--- src/rtl/clk_sel_pkg.sv ---
// Shared types and constants for the clock-select scheduler.
package clk_sel_pkg;

  typedef enum logic [1:0] {
    IDLE,
    SWITCH,
    DWELL
  } state_e;

  localparam logic SRC_CLK0 = 1'b0;
  localparam logic SRC_CLK1 = 1'b1;

  localparam int unsigned SWITCH_CNT_W = 16;

endpackage

--- src/rtl/clk_sel_scheduler_rr_arbiter.sv ---
// Combinational round-robin arbiter: first requester at or after ptr wins.
module rr_arbiter #(
  parameter int unsigned NUM_REQ = 4,
  parameter int unsigned PTR_W   = $clog2(NUM_REQ)
) (
  input  logic [NUM_REQ-1:0] req,
  input  logic [PTR_W-1:0]   ptr,
  output logic [NUM_REQ-1:0] gnt,
  output logic               gnt_valid
);

  int unsigned idx;

  always_comb begin
    gnt       = '0;
    gnt_valid = 1'b0;
    idx       = 0;
    for (int unsigned off = 0; off < NUM_REQ; off++) begin
      idx = (32'(ptr) + off) % NUM_REQ;
      if (!gnt_valid && req[idx]) begin
        gnt[idx]  = 1'b1;
        gnt_valid = 1'b1;
      end
    end
  end

endmodule

--- src/rtl/clk_sel_scheduler.sv ---
// Schedules clock-source switches for a glitch-free two-clock mux with
// settle and dwell windows, acknowledging each requester once its source is live.
module clk_sel_scheduler
  import clk_sel_pkg::*;
#(
  parameter int unsigned NUM_REQ       = 4,
  parameter int unsigned SETTLE_CYCLES = 16,
  parameter int unsigned MIN_DWELL     = 32
) (
  input  logic                    clk,
  input  logic                    rst,
  input  logic [NUM_REQ-1:0]      req_valid,
  input  logic [NUM_REQ-1:0]      req_src,
  input  logic                    cfg_lock,
  output logic [NUM_REQ-1:0]      req_ack,
  output logic                    mux_select,
  output logic                    cur_src,
  output logic                    busy,
  output logic [SWITCH_CNT_W-1:0] switch_cnt
);

  localparam int unsigned CNT_MAX = (SETTLE_CYCLES > MIN_DWELL) ? SETTLE_CYCLES : MIN_DWELL;
  localparam int unsigned CNT_W   = $clog2(CNT_MAX + 1);
  localparam int unsigned PTR_W   = $clog2(NUM_REQ);

  localparam logic [CNT_W-1:0] SETTLE_LOAD = CNT_W'(SETTLE_CYCLES - 1);
  localparam logic [CNT_W-1:0] DWELL_LOAD  = (MIN_DWELL > 0) ? CNT_W'(MIN_DWELL - 1) : '0;

  state_e                  state_q, state_d;
  logic                    sel_q, sel_d;
  logic                    cur_q, cur_d;
  logic                    busy_q, busy_d;
  logic [NUM_REQ-1:0]      ack_q, ack_d;
  logic [NUM_REQ-1:0]      win_q, win_d;
  logic [PTR_W-1:0]        ptr_q, ptr_d;
  logic [CNT_W-1:0]        cnt_q, cnt_d;
  logic [SWITCH_CNT_W-1:0] swc_q, swc_d;

  logic [NUM_REQ-1:0] elig;
  logic [NUM_REQ-1:0] gnt;
  logic               gnt_valid;
  logic [PTR_W-1:0]   gnt_idx;

  // Under cfg_lock only same-source requests compete, so a locked-out switch
  // neither wins nor advances the pointer. A requester whose ack is on the
  // wire this cycle is still holding req_valid and must not be re-granted.
  always_comb begin
    elig = '0;
    for (int unsigned i = 0; i < NUM_REQ; i++) begin
      elig[i] = req_valid[i] && !ack_q[i] && (!cfg_lock || (req_src[i] == cur_q));
    end
  end

  rr_arbiter #(
    .NUM_REQ (NUM_REQ),
    .PTR_W   (PTR_W)
  ) u_arb (
    .req       (elig),
    .ptr       (ptr_q),
    .gnt       (gnt),
    .gnt_valid (gnt_valid)
  );

  always_comb begin
    gnt_idx = '0;
    for (int unsigned i = 0; i < NUM_REQ; i++) begin
      if (gnt[i]) gnt_idx = PTR_W'(i);
    end
  end

  always_comb begin
    state_d = state_q;
    sel_d   = sel_q;
    cur_d   = cur_q;
    ack_d   = '0;
    win_d   = win_q;
    ptr_d   = ptr_q;
    cnt_d   = cnt_q;
    swc_d   = swc_q;
    unique case (state_q)
      IDLE: begin
        if (gnt_valid) begin
          ptr_d = (gnt_idx == PTR_W'(NUM_REQ - 1)) ? '0 : gnt_idx + 1'b1;
          if (req_src[gnt_idx] == cur_q) begin
            ack_d = gnt;
          end else begin
            sel_d   = req_src[gnt_idx] ? SRC_CLK1 : SRC_CLK0;
            cnt_d   = SETTLE_LOAD;
            win_d   = gnt;
            state_d = SWITCH;
          end
        end
      end
      SWITCH: begin
        if (cnt_q == '0) begin
          ack_d = win_q;
          cur_d = sel_q;
          swc_d = (swc_q == '1) ? swc_q : swc_q + 1'b1;
          if (MIN_DWELL == 0) begin
            state_d = IDLE;
          end else begin
            cnt_d   = DWELL_LOAD;
            state_d = DWELL;
          end
        end else begin
          cnt_d = cnt_q - 1'b1;
        end
      end
      DWELL: begin
        if (cnt_q == '0) state_d = IDLE;
        else             cnt_d   = cnt_q - 1'b1;
      end
      default: state_d = IDLE;
    endcase
    busy_d = (state_d != IDLE);
  end

  always_ff @(posedge clk) begin
    if (rst) begin
      state_q <= IDLE;
      sel_q   <= SRC_CLK0;
      cur_q   <= SRC_CLK0;
      busy_q  <= 1'b0;
      ack_q   <= '0;
      win_q   <= '0;
      ptr_q   <= '0;
      cnt_q   <= '0;
      swc_q   <= '0;
    end else begin
      state_q <= state_d;
      sel_q   <= sel_d;
      cur_q   <= cur_d;
      busy_q  <= busy_d;
      ack_q   <= ack_d;
      win_q   <= win_d;
      ptr_q   <= ptr_d;
      cnt_q   <= cnt_d;
      swc_q   <= swc_d;
    end
  end

  assign req_ack    = ack_q;
  assign mux_select = sel_q;
  assign cur_src    = cur_q;
  assign busy       = busy_q;
  assign switch_cnt = swc_q;

endmodule

--- config.mk ---
export PLATFORM = sky130hd
export DESIGN_NAME = clk_sel_scheduler
export DESIGN_NICKNAME = d
export VERILOG_FILES = /design/src/rtl/clk_sel_pkg.sv /design/src/rtl/clk_sel_scheduler_rr_arbiter.sv /design/src/rtl/clk_sel_scheduler.sv
export SDC_FILE = /design/constraint.sdc
export NUM_CORES = 1
export LEC_CHECK = 0
export CORE_ASPECT_RATIO = 0.8
export CORE_MARGIN = 2
export CORE_UTILIZATION = 30
export CTS_BUF_LIST = sky130_fd_sc_hd__clkbuf_8
export CTS_CLUSTER_SIZE = 28
export DETAILED_ROUTE_END_ITERATION = 16
export MAX_ROUTING_LAYER = met4
export SLEW_MARGIN = 0
export SYNTH_ARGS = -nofsm -noshare
export SYNTH_HDL_FRONTEND = slang
export SYNTH_HIERARCHICAL = 1
export SYNTH_SLANG_ARGS = --single-unit
--- constraint.sdc ---
create_clock -name clk -period 4.6 [get_ports clk]
set_clock_uncertainty 0.05 [all_clocks]
set_input_delay 1.15 -clock clk [delete_from_list [all_inputs] [get_ports clk]]
set_output_delay 1.15 -clock clk [all_outputs]
set_load 0.01 [all_outputs]
**After elaboration in Yosys (flattened, before gate mapping)**

Index checks and enable logic that the tools add are counted.

- Output and inout bits: 23
- Flip-flop bits (word level): 37
- Logic and storage cells: 122

- Add/sub/neg operators: 6
- Equal/unequal tests: 12
- Reduce and logical (&&, ||, !) cells: 36
- Mux-type cells: 45
- Order comparisons: 9
- Bitwise gates (word level): 5

Operators by type and width:

| kind | number |
|---|---|
| $mux W4 | 7 |
| $mux W6 | 4 |
| $pmux W6 S3 | 1 |
| $add A16 B1 Y16 const B | 1 |
| $eq A16 B16 Y1 const B | 1 |
| $logic_and A1 B1 Y1 | 15 |
| $lt A2 B3 Y1 const B | 5 |
| $mux W1 | 15 |
| $mux W2 | 7 |
| $or A4 B4 Y4 | 3 |
| $bmux W1 S2 | 5 |
| $demux W1 S2 | 4 |
| $ge A2 B1 Y1 const B | 4 |
| $logic_not A1 Y1 | 8 |
| $pmux W4 S2 | 1 |
| $logic_not A6 Y1 | 1 |
| $ne A2 B2 Y1 const B | 3 |
| $pmux W2 S3 | 1 |
| $reduce_and A3 Y1 | 2 |
| $sub A6 B1 Y6 const B | 1 |
| $eq A1 B1 Y1 | 5 |
| $add A2 B1 Y2 const B | 2 |
| $add A2 B2 Y2 const B | 2 |
| $eq A2 B2 Y1 const B | 2 |
| other kinds (8) | 13 |

**Depth between registers and ports, before layout**

- Word-level depth: 25
- Mapped depth: 14
- Depth with buffers taken out: 11

**Cells and area by module**

Netlist, hierarchy kept.

By module, submodules not included:

| module | times used | sequential area each (um2) | cells an instance | area an instance (um2) |
|---|---|---|---|---|
| clk_sel_scheduler | 1 | 740.7 | 242 | 2001.9 |
| rr_arbiter | 1 | 0.0 | 62 | 494.2 |

**Least setup slack after synthesis**

No wires, ideal clock.

- Path kind: input port to flip-flop
- From: input port req_src[1]
- To: register busy_q (netlist: busy)
- Data arrival time: 4194 ps
- Stages on the path: 12
- Slack: 232 ps
- Path through: xor2_1 -> a21oi_1 -> or3b_1 -> a2111o_1 -> nand3_2 -> o2bb2ai_1 -> clkbuf_1 -> nor3b_1 -> o32ai_1 -> a31oi_1 -> o221a_2 -> or2_2

- Elaborated cells between the ends (all ways): 38
- Those cells by class: eq/ne: 2; mux: 24; bitwise: 3; reduce/logical: 9

RTL lines:

| element | RTL line | text |
|---|---|---|
| from (decl) | clk_sel_scheduler.sv:13 | `input logic [NUM_REQ-1:0] req_src,` |
| $eq A1 B1 Y1 (*) | clk_sel_scheduler.sv:50 | `elig[i] = req_valid[i] && !ack_q[i] && (!cfg_lock \|\| (req_src[i] == cur_q));` |
| $logic_or A1 B1 Y1 (*) | clk_sel_scheduler.sv:50 |  |
| $logic_and A1 B1 Y1 (*) | clk_sel_scheduler.sv:50 |  |
| via elig[1] | clk_sel_scheduler.sv:39 | `logic [NUM_REQ-1:0] elig;` |
| $bmux W1 S2 | clk_sel_scheduler_rr_arbiter.sv:20 | `if (!gnt_valid && req[idx]) begin` |
| $mux W1 (not written as such) | clk_sel_scheduler_rr_arbiter.sv:20 |  |
| $mux W1 | clk_sel_scheduler_rr_arbiter.sv:20 |  |
| $logic_not A1 Y1 | clk_sel_scheduler_rr_arbiter.sv:20 |  |
| [... 8 more ...] | - |  |
| via gnt[3] | clk_sel_scheduler.sv:40 | `logic [NUM_REQ-1:0] gnt;` |
| $mux W2 (*) | clk_sel_scheduler.sv:67 | `if (gnt[i]) gnt_idx = PTR_W'(i);` |
| $bmux W1 S2 (*) | clk_sel_scheduler.sv:84 | `if (req_src[gnt_idx] == cur_q) begin` |
| $mux W1 (not written as such) (*) | clk_sel_scheduler.sv:84 |  |
| $eq A1 B1 Y1 (*) | clk_sel_scheduler.sv:84 |  |
| $mux W2 (*) | clk_sel_scheduler.sv:84 |  |
| $mux W2 (*) | clk_sel_scheduler.sv:82 | `if (gnt_valid) begin` |
| $pmux W2 S3 (*) | clk_sel_scheduler.sv:80 | `unique case (state_q)` |
| $reduce_bool A2 Y1 (*) | clk_sel_scheduler.sv:115 | `busy_d = (state_d != IDLE);` |
| to (signal assigned) | clk_sel_scheduler.sv:133 | `busy_q <= busy_d;` |
| to (decl) | clk_sel_scheduler.sv:32 | `logic busy_q, busy_d;` |

Mark *: on every way through the listed nets, which the timed path passes. The rest lies on a longest branch. The select of a mux whose other input is x is not followed.
A chain may end at the register's enable or synchronous reset.

**Final worst setup path**

- From: input port req_src[0]
- To: register cnt_q[0]

- Longest elaborated chain between the ends: 23
- Elaborated cells between the ends (all ways): 37
- Those cells by class: eq/ne: 4; mux: 21; bitwise: 3; reduce/logical: 9

Ends and longest elaborated chain:

| element | RTL line | text |
|---|---|---|
| $eq A1 B1 Y1 (*) | clk_sel_scheduler.sv:50 |  |
| $logic_or A1 B1 Y1 (*) | clk_sel_scheduler.sv:50 |  |
| $logic_and A1 B1 Y1 (*) | clk_sel_scheduler.sv:50 |  |
| via elig[0] | clk_sel_scheduler.sv:39 |  |
| $bmux W1 S2 | clk_sel_scheduler_rr_arbiter.sv:20 |  |
| $mux W1 (not written as such) | clk_sel_scheduler_rr_arbiter.sv:20 |  |
| $mux W1 | clk_sel_scheduler_rr_arbiter.sv:20 |  |
| $logic_not A1 Y1 | clk_sel_scheduler_rr_arbiter.sv:20 |  |
| [... 8 more ...] | - |  |
| via gnt[1] | clk_sel_scheduler.sv:40 |  |
| $mux W1 (*) | clk_sel_scheduler.sv:67 |  |
| $mux W2 (*) (2 in a row) | clk_sel_scheduler.sv:67 |  |
| $bmux W1 S2 (*) | clk_sel_scheduler.sv:84 |  |
| $mux W1 (not written as such) (*) | clk_sel_scheduler.sv:84 |  |
| $eq A1 B1 Y1 (*) | clk_sel_scheduler.sv:84 |  |
| $ne A2 B2 Y1 (no source line) (*) | - |  |
| $reduce_and A4 Y1 (no source line) (*) | - |  |
| to (signal assigned) | clk_sel_scheduler.sv:137 | `cnt_q <= cnt_d;` |
| to (decl) | clk_sel_scheduler.sv:36 | `logic [CNT_W-1:0] cnt_q, cnt_d;` |

Marks and branches as above.

==> implementation parameters <==
Parameter                              Value

Final layout
  Number of inserted diodes    0
  Number of filler instances in the final layout    802
  Design area    roughly 0.0031 sq mm
  Fraction of layout cells with a size suffix above 1    0.141
  Final cell count without fillers    between 400 and 500
  Multi-input gate area    0.00166 sq mm
  Net count, final    roughly 370
  Register area    between 700 and 800 sq um
  Post-synthesis to final-layout area growth    25.7%

CTS
  Inserted Clock Buffers    5
  Maximum buffer depth of the clock tree    2
  Clock latency of the later-clocked register in the worst-skew pair    ~300 ps
  Number of levels the H-tree was split into    2
  Number of sinks on the clock net    37
  Clock tree root driver cell    sky130_fd_sc_hd__clkbuf_8
  CTS tree    done
  Number of buffers inserted for hold repair after clock tree synthesis    0
  Number of gates resized after cts    0
  Post-CTS Repair Setup Buffers    0
  Clock Pin Slew Worst Setup and Hold Paths    ~80 ps

Yosys
  Share of the yosys chip area belonging to registers    0.297
  Largest cells by area after synthesis    sky130_fd_sc_hd__dfxtp_1, sky130_fd_sc_hd__ha_1, sky130_fd_sc_hd__nor2_1
  Net count after synthesis    roughly 330
  Post-synthesis cell type count    slightly below 60
  Area leader, netlist    sky130_fd_sc_hd__dfxtp_1
  Post-synth top area share    0.297
  Cell area after technology mapping    0.00250 sq mm
  Most common library cells after synthesis    sky130_fd_sc_hd__dfxtp_1, sky130_fd_sc_hd__nor2_1, sky130_fd_sc_hd__nand2_1
  Main flop type after synthesis    sky130_fd_sc_hd__dfxtp_1
  Proportion of register bits with asynchronous set or reset after synthesis    0
  Number of synthesized flops with an enable pin    0
  Yosys warnings    6
  Mean cell area of the mapped netlist    a little over 8 sq um
  Flop and latch count out of synthesis    37
  Dominant cell by count in the synthesized netlist    sky130_fd_sc_hd__dfxtp_1
  Gate count after technology mapping    roughly 300

Hold path
  Min-Delay Endpoint    req_ack[3]
  Instance count along the most critical hold path    2
  Min-delay worst type    flip-flop to flip-flop
  Hold path start    win_q[3]

Setup path
  Required time at the endpoint of the critical path    ~4800 ps
  Data arrival at the endpoint of the critical path    roughly 4500 ps
  Worst-path fanout max    7
  FF-to-FF Start    cur_src
  Category of the most critical setup path    input pin to flip-flop
  Critical R2R Capture    cnt_q[0]
  Capturing element type of the critical path    flip-flop
  Count of cells along the worst register-to-register path    12
  Setup crit start kind    input pin
  Worst setup slack for register-to-register paths    ~930 ps

Route
  Initial DRC Count    about 170
  WL per Instance    between 10 and 15 um
  # DRC    0
  Total wire length    around 6100 um
  Total via count in the routed design    2294
  First-pass detailed-route iteration total    4
  Post-detailed-route count of antenna-violating nets    0
  Routed via count divided by cell count    roughly 5.0

Placement
  Worst setup slack after placement    -125 ps
  Port Buffer Count    33
  DPL Wire Length    around 4500 um
  Cell Area, Placed    0.00304 sq mm
  Final RePlAce weighted congestion    0.883
  Placed cell count    about 450

Floorplan
  Full die area    around 0.009 sq mm
  Die X-Extent    106 um
  Count of pins on the block boundary    34
  Core footprint    0.00802 sq mm
  Die Y-Extent    around 86 um
  Row cnt    29
  Effective utilization at floorplan    0.311

Power and ir drop
  Overall power    between 1.5 and 2 mW
  Comb pwr share    0.632
  Switching power summed over all nets    793 uW
  Internal power    roughly 1.0 mW
  Pwr Density    between 500 and 600 mW/mm^2
  Switching power as a share of total power    0.437
  Clock power share    0.124
  Sequential share of power    0.244
  Leakage    approximately 1.1 nW
  Peak supply drop    0.213 mV

STA
  Number of pins with negative max-slew slack in the final report    0
  Setup-violating endpoint count in the final report    0
  Final period util    0.943
  Minimum hold slack    between 400 and 500 ps
  Highest attainable clock frequency    230 MHz
  Slew margin rel.    0.482
  Setup ws final    between 200 and 300 ps
  Hold Violations, Final    0
  Slew at the pin closest to its max-slew limit    between 700 and 800 ps
  Time the final worst path needs with I/O delays and setup    between 4000 and 5000 ps

Outcome
  Outcome    finished, final reports clean

GRT
  Overall track demand over capacity in global routing    0.146
  Number of global-route vias before repair    between 2k and 2.5k
  Total grt overflow    0
  First-pass GRT wire length    10400 um
  Antenna violations before repair    0
  Largest net degree at the start of global routing    37

Flow run
  Number of maximum-capacitance constraint violations    0
-- power groups by stage --
stage,registers [mW],clock network [mW],logic [mW]
2_1_floorplan,0.452,0,0.763
3_3_place_gp,0.451,0,1.12
3_5_place_dp,0.451,0,1.12
6_report,0.444,0.224,1.15
4_1_cts,0.445,0.233,1.12
5_1_grt,0.455,0.247,1.27
-- layer usage --
| metal | up-vias | share of wire | track usage |
|---|---|---|---|
| li1 | 1194 | - | - |
| met1 | 1039 | 0.56 | 0.227 |
| met2 | 54 | 0.39 | 0.184 |
| met3 | 7 | 0.044 | 0.0296 |
| met4 | 0 | 0.0072 | 0.0407 |
| met5 | - | 0 | - |
-- cells in the final DEF, fill, tap and decap left out, types with 3 or more instances in the layout --
cell type and n:
sky130_fd_sc_hd__a211oi_1 6, sky130_fd_sc_hd__a21oi_1 15, sky130_fd_sc_hd__a21oi_2 3, sky130_fd_sc_hd__buf_4 20, sky130_fd_sc_hd__clkbuf_8 5, sky130_fd_sc_hd__clkdlybuf4s50_1 33
sky130_fd_sc_hd__dfxtp_1 37, sky130_fd_sc_hd__ha_1 12, sky130_fd_sc_hd__inv_1 12, sky130_fd_sc_hd__mux2_2 4, sky130_fd_sc_hd__mux2i_1 11, sky130_fd_sc_hd__nand2_1 22
sky130_fd_sc_hd__nand2b_1 11, sky130_fd_sc_hd__nand3_1 6, sky130_fd_sc_hd__nand4_1 5, sky130_fd_sc_hd__nor2_1 35, sky130_fd_sc_hd__nor2b_1 4, sky130_fd_sc_hd__nor3_1 7
sky130_fd_sc_hd__nor4_1 8, sky130_fd_sc_hd__o21ai_0 15, sky130_fd_sc_hd__o22ai_1 7, sky130_fd_sc_hd__o2bb2ai_1 4, sky130_fd_sc_hd__or3_1 4, sky130_fd_sc_hd__xnor2_1 12
sky130_fd_sc_hd__xor2_1 4
-- sequential cells by signal (all words and copies together) (netlist names) --
register    cells
ptr_q           2
switch_cnt     16
mux_select      1
cnt_q           6
win_q           4
state_q         2
busy            1
req_ack         4
cur_src         1
-- metrics by stage --
stage               setup TNS (ps)   util
detailed placement            -581  0.379
finish                           0  0.391
global route                 -1.36  0.391
floorplan                        0      -
global placement              -699  0.379
CTS                              0  0.389
-- cell type report --
cell class / count / share of cell area
Tap cell: 108 / 0.0431
Clock inverter: 2 / 0.00399
Clock buffer: 5 / 0.0219
Timing Repair Buffer: 53 / 0.153
Sequential cell: 37 / 0.236
Multi-Input combinational cell: 240 / 0.529
Inverter: 11 / 0.0132
-- kinds of logic (layout without fill, tap and decap cells) --
kind of cell	Yosys count	count (layout)	share of synthesized area
adder cells (fa/ha/maj)	12	12	0.0601
flip-flops	37	37	0.297
multiplexers	18	18	0.0792
AO/OA/AOI/OAI	72	72	0.194
AND/OR/NAND/NOR	122	122	0.267
XOR/XNOR	16	16	0.0561
buffers and inverters	27	71	0.0461
-- worst max-delay path by stage --
| stage | start | endpoint | slack [ps] |
|---|---|---|---|
| 5_1_grt | req_src[0] | cnt_q[0] | -1 |
| 2_1_floorplan | req_src[1] | busy | 230 |
| 4_1_cts | req_src[3] | cnt_q[0] | 170 |
| 6_report | req_src[0] | cnt_q[0] | 260 |
| 3_5_place_dp | req_src[3] | cnt_q[4] | -120 |
| 3_3_place_gp | req_src[3] | cnt_q[4] | -140 |
-- critical path, cell delays in order --
cell	delay (ps)
sky130_fd_sc_hd__clkdlybuf4s50_1	490
sky130_fd_sc_hd__xor2_1	180
sky130_fd_sc_hd__a21oi_2	120
sky130_fd_sc_hd__or3b_1	360
sky130_fd_sc_hd__a2111o_1	420
sky130_fd_sc_hd__nand3_2	130
sky130_fd_sc_hd__o2bb2ai_1	210
sky130_fd_sc_hd__mux2i_2	330
sky130_fd_sc_hd__mux2i_2	280
sky130_fd_sc_hd__a31oi_1	130
sky130_fd_sc_hd__buf_4	190
sky130_fd_sc_hd__nand2b_1	200
sky130_fd_sc_hd__a211oi_1	270
Power figures use the tool's default switching activity.
